**src/rtl/mem_port_arbiter_pkg.sv**
```systemverilog
// Shared definitions for mem_port_arbiter: FSM state encoding and default timeout.
package mem_port_arbiter_pkg;

    typedef enum logic {
        IDLE   = 1'b0,
        ACCESS = 1'b1
    } arb_state_t;

    localparam int unsigned MAX_WAIT_DEFAULT = 15;

endpackage

```
**src/rtl/mem_port_arbiter_mux.sv**
```systemverilog
// Two-input 32-bit selector used for the shared memory address and write-data paths.
module mux64_32 (
    input  logic [31:0] i_d0,
    input  logic [31:0] i_d1,
    input  logic        i_s,
    output logic [31:0] o_y
);

    assign o_y = i_s ? i_d1 : i_d0;

endmodule

```
**src/rtl/mem_port_arbiter.sv**
```systemverilog
// Two-requester arbiter for a single memory port, with a wait-cycle timeout.
// Define ARB_ROUND_ROBIN_EN for round-robin; otherwise B has fixed priority over A.
module mem_port_arbiter
    import mem_port_arbiter_pkg::*;
#(
    parameter int unsigned MAX_WAIT = MAX_WAIT_DEFAULT
) (
    input  logic        clk,
    input  logic        rst_n,
    input  logic        a_req,
    input  logic        a_we,
    input  logic [31:0] a_addr,
    input  logic [31:0] a_wdata,
    output logic        a_ack,
    output logic        a_err,
    output logic [31:0] a_rdata,
    input  logic        b_req,
    input  logic        b_we,
    input  logic [31:0] b_addr,
    input  logic [31:0] b_wdata,
    output logic        b_ack,
    output logic        b_err,
    output logic [31:0] b_rdata,
    output logic        mem_valid,
    output logic        mem_we,
    output logic [31:0] mem_addr,
    output logic [31:0] mem_wdata,
    input  logic        mem_ready,
    input  logic [31:0] mem_rdata,
    output logic        grant_b,
    output logic        busy
);

    // The final ACCESS cycle is the one where the counter still reads MAX_WAIT-1,
    // so ack/err become visible exactly MAX_WAIT cycles after mem_valid rises.
    localparam logic [7:0] LP_WAIT_LAST = 8'(MAX_WAIT - 1);

    arb_state_t  r_state;
    arb_state_t  w_next_state;
    logic        r_grant_b;
    logic [7:0]  r_wait;
    logic        r_a_ack;
    logic        r_a_err;
    logic        r_b_ack;
    logic        r_b_err;
    logic [31:0] r_a_rdata;
    logic [31:0] r_b_rdata;
    logic        w_win_b;
    logic        w_start;
    logic        w_done_ok;
    logic        w_done_to;
    logic        w_access;

`ifdef ARB_ROUND_ROBIN_EN
    logic        r_rr_b;

    assign w_win_b = b_req & (~a_req | r_rr_b);
`else
    assign w_win_b = b_req;
`endif

    assign w_access = (r_state == ACCESS);

    always_ff @(posedge clk or negedge rst_n) begin
        if (!rst_n) begin
            r_state <= IDLE;
        end else begin
            r_state <= w_next_state;
        end
    end

    always_comb begin
        w_next_state = r_state;
        w_start      = 1'b0;
        w_done_ok    = 1'b0;
        w_done_to    = 1'b0;
        case (r_state)
            IDLE: begin
                if (a_req || b_req) begin
                    w_start      = 1'b1;
                    w_next_state = ACCESS;
                end
            end
            ACCESS: begin
                if (mem_ready) begin
                    w_done_ok    = 1'b1;
                    w_next_state = IDLE;
                end else if (r_wait == LP_WAIT_LAST) begin
                    w_done_to    = 1'b1;
                    w_next_state = IDLE;
                end
            end
            default: w_next_state = IDLE;
        endcase
    end

    always_ff @(posedge clk or negedge rst_n) begin
        if (!rst_n) begin
            r_grant_b <= 1'b0;
            r_wait    <= '0;
            r_a_ack   <= 1'b0;
            r_a_err   <= 1'b0;
            r_b_ack   <= 1'b0;
            r_b_err   <= 1'b0;
            r_a_rdata <= '0;
            r_b_rdata <= '0;
`ifdef ARB_ROUND_ROBIN_EN
            r_rr_b    <= 1'b0;
`endif
        end else begin
            r_a_ack <= 1'b0;
            r_a_err <= 1'b0;
            r_b_ack <= 1'b0;
            r_b_err <= 1'b0;
            if (w_start) begin
                r_grant_b <= w_win_b;
                r_wait    <= '0;
`ifdef ARB_ROUND_ROBIN_EN
                r_rr_b    <= ~w_win_b;
`endif
            end else if (w_access && !mem_ready) begin
                r_wait <= r_wait + 8'd1;
            end
            if (w_done_ok) begin
                if (r_grant_b) begin
                    r_b_ack   <= 1'b1;
                    r_b_rdata <= mem_rdata;
                end else begin
                    r_a_ack   <= 1'b1;
                    r_a_rdata <= mem_rdata;
                end
            end
            if (w_done_to) begin
                if (r_grant_b) begin
                    r_b_ack <= 1'b1;
                    r_b_err <= 1'b1;
                end else begin
                    r_a_ack <= 1'b1;
                    r_a_err <= 1'b1;
                end
            end
        end
    end

    mux64_32 u_addr_mux (
        .i_d0 (a_addr),
        .i_d1 (b_addr),
        .i_s  (r_grant_b),
        .o_y  (mem_addr)
    );

    mux64_32 u_wdata_mux (
        .i_d0 (a_wdata),
        .i_d1 (b_wdata),
        .i_s  (r_grant_b),
        .o_y  (mem_wdata)
    );

    assign mem_valid = w_access;
    assign busy      = w_access;
    assign mem_we    = w_access & (r_grant_b ? b_we : a_we);
    assign grant_b   = r_grant_b;
    assign a_ack     = r_a_ack;
    assign a_err     = r_a_err;
    assign a_rdata   = r_a_rdata;
    assign b_ack     = r_b_ack;
    assign b_err     = r_b_err;
    assign b_rdata   = r_b_rdata;

endmodule

```
**config.mk**
```make
export PLATFORM = sky130hd
export DESIGN_NAME = mem_port_arbiter
export DESIGN_NICKNAME = d
export VERILOG_FILES = /design/src/rtl/mem_port_arbiter_pkg.sv /design/src/rtl/mem_port_arbiter_mux.sv /design/src/rtl/mem_port_arbiter.sv
export SDC_FILE = /design/constraint.sdc
export NUM_CORES = 1
export LEC_CHECK = 0
export CORE_AREA = 2 2 118 120
export CTS_BUF_LIST = sky130_fd_sc_hd__clkbuf_4 sky130_fd_sc_hd__clkbuf_8
export DETAILED_ROUTE_END_ITERATION = 6
export DIE_AREA = 0 0 120 122
export PLACE_DENSITY_LB_ADDON = 0.3
export SETUP_SLACK_MARGIN = 0.02
export SLEW_MARGIN = 10
export SYNTH_ARGS = -nofsm -noshare
export SYNTH_HDL_FRONTEND = slang
export SYNTH_SLANG_ARGS = --single-unit
```
**constraint.sdc**
```tcl
create_clock -name clk -period 3.42 [get_ports clk]
set_clock_uncertainty 0.1 [all_clocks]
set_input_delay 1.026 -clock clk [delete_from_list [all_inputs] [get_ports clk]]
set_output_delay 1.026 -clock clk [all_outputs]
set_load 0.05 [all_outputs]
```
==> impl_results.md <==
- Cell row count: 43
- Router iterations before antenna repair: 4
- CTS tree: built
- Final Hold Vio Count: 0
- TNS Setup: 0 ns
- Ys async rst share: 100%
- Number of global-route vias before repair: about 3700
- Leak: 3.24 nW
- CP delay by family, top: buffers and inverters
- CTS Buffer Depth: 2
- Crit path required time: 2.29 ns
- Gpl congestion: 0.901
- Worst slew margin: 36.5%
- # port buffers: a little over 300
- Library cells used by synthesis: 31
- Status: complete, no violations
- DR vias: 3438
- Crit path largest cell delay: 0.46 ns
- Worst setup margin: 0.288 ns
- Layout cells sized above 1: 38.2%
- GRT Resource Usage Total: 20.7%
- Global-route wire length before repair: 22.4 mm
- H-tree depth: 3
- Gate Count Post-Synth: ~270
- Worst Path Max Fanout: 2
- # resized after CTS: 0
- # Post-CTS Setup Buffers: 0
- Main synth FF type: dfrtp_1
- Routed wire length: 15.1 mm
- Sink Count: 78
- Drt initial violations: 81
- Effective utilization at floorplan: 28.4%
- Max_cap viols: 0
- Final setup fails: 0
- Antenna-violating nets left: 0
- Synthesized area: about 3800 um^2
- DIE WIDTH: 120 um
- DIE AREA: 14600 um^2
- Hold Crit Class: flip-flop to flip-flop
- Number of synthesis warnings: 0
- Dpl hpwl: 12.3 mm
- Total grt overflow: 0
- Peak VDD IR: 766 uV
- Synth Area per Inst: about 14 um^2
- Sequential area share after synthesis: 51.0%
- Tmin final: 3.13 ns
- Initial antenna violation count: 1
- Power per cell area: 923 nW/um^2
- Period utilisation layout: 91.6%
- CP Cell Sequence: clkdlybuf4s50_1 > mux2i_1 > nor2b_1 > buf_12
- I/O Pins: between 300 and 400
- Post-synth EDFFs: 0
- CTS Hold Buffers Added: 0
- Die Y: 122 um
- Worst Tran Pin Value: 0.952 ns
- Post-place setup slack: 0.272 ns
- Largest net degree at the start of global routing: 79
- DR DRC count: 0
- Core area: 13500 um^2
- Max Fclk: 319 MHz
- CP max stage cell: clkdlybuf4s50_1
- Clock root buffer: clkbuf_8
- Worst skew pair latency: around 0.34 ns
- Clock transition at path regs: 0.07 ns
- RSZ-0062 raised after global routing: false
- CP bufs+invs: 2
- CP arrival: 2.01 ns
- Net Count, Synth: between 400 and 500
- Via-to-Cell Ratio: about 4.5
- Setup crit start kind: input pin
- Setup crit end kind: output pin
- CTS Buf Count: 9
- Area Growth Syn to Fin: 106%
- Post-synthesis register bit count: 78
- Final net count: 741
- Critical path class: input pin to output pin
- Final number of max-transition violations: 0
- WL per Instance: approximately 20 um
-- metal layers --
metal  global-route usage [%]  share of wire (%)  vias up
met5                        0                  0        -
met4                     7.43                2.9        0
met3                     8.71                 10       19
met2                     35.1                 49      179
met1                     23.5                 38     1647
li1                         -                  -     1593
-- logic make-up after synthesis --
kind of cell               count (synthesis)  synth area share (%)
DFF                                       78                  51.0
muxes                                    131                  38.5
buffers and inverters                     19                  2.91
adders and majority gates                  2                 0.653
and+or+nand+nor                           27                  4.51
AOI/OAI and AO/OA                         15                  2.48
-- final cells by class --
class / count / area (um^2)
antenna: 1 / 2.50
timing repair buffer: 306 / 3700
multi-input combinational: 175 / 1770
tap: 180 / 225
clock buffer: 9 / 124
fill: 1092 / 5630
inverter: 2 / 7.51
clock inverter: 6 / 87.6
sequential: 78 / 1950
-- where the power goes --
| group | internal, mW | switching [mW] |
|---|---|---|
| clock | 0.407 | 0.329 |
| combinational | 2.05 | 2.92 |
| sequential | 1.33 | 0.232 |
| total | 3.79 | 3.48 |
-- sequential cells by signal (all words and copies together), names as in the netlist --
register	flops
a_ack	1
a_err	1
a_rdata	32
b_ack	1
b_err	1
b_rdata	32
busy	1
grant_b	1
r_wait	8
-- synthesized netlist by cell type (3+ instances only) --
master | n | share of area (%)
mux2_2 | 129 | 38
dfrtp_1 | 78 | 51
buf_2 | 11 | 1.4
nand3_1 | 7 | 0.91
o21ai_0 | 6 | 0.78
buf_4 | 5 | 0.98
nand2_1 | 5 | 0.49
a21oi_1 | 3 | 0.39
-- through the flow --
stage	area [um^2]	hold WS (ns)	util (%)	total power, mW	cells
finish	7870	0.408	58.3	7.27	757
global route	7870	0.430	58.3	7.55	756
CTS	7870	0.412	58.3	7.34	756
detailed placement	7660	0.392	56.7	6.57	741
global placement	7660	0.388	56.7	6.51	741
floorplan	3830	0.363	-	4.47	272
-- worst register-to-register path, delay by kind of cell (launching register included) --
family / cells / cell delay (ns)
mux: 1 / 0.43
simple gates: 2 / 0.22
flops: 1 / 0.37
buf+inv: 2 / 0.77
-- path summary, 6_finish.rpt --
path                            from     endpoint  slack, ns  cells past startpoint
setup reg to reg             grant_b  a_rdata[10]       1.42                      5
min in group asynchronous      rst_n  a_rdata[23]       0.74                      1
hold / removal             r_wait[7]    r_wait[7]       0.41                      1
hold reg to reg            r_wait[7]    r_wait[7]       0.41                      1
max in group asynchronous      rst_n      grant_b       1.83                      1
setup / recovery                b_we       mem_we       0.29                      4
-- layout by cell type (no fill, tap or decap), types with 2 or more instances in the layout --
master / synthesis / final
dfrtp_1: 78 / 77
clkbuf_8: 0 / 9
buf_4: 5 / 5
buf_12: 0 / 65
nor2b_1: 2 / 2
nand3_1: 7 / 6
clkinv_2: 0 / 2
o21ai_0: 6 / 6
mux2i_1: 2 / 2
ha_1: 2 / 2
nand2_1: 5 / 5
inv_1: 2 / 2
bufinv_16: 0 / 2
nor2_1: 2 / 2
a21oi_1: 3 / 3
clkdlybuf4s50_1: 0 / 236
clkinv_4: 0 / 2
mux2_2: 129 / 129
(Power assumes the default switching activity.)
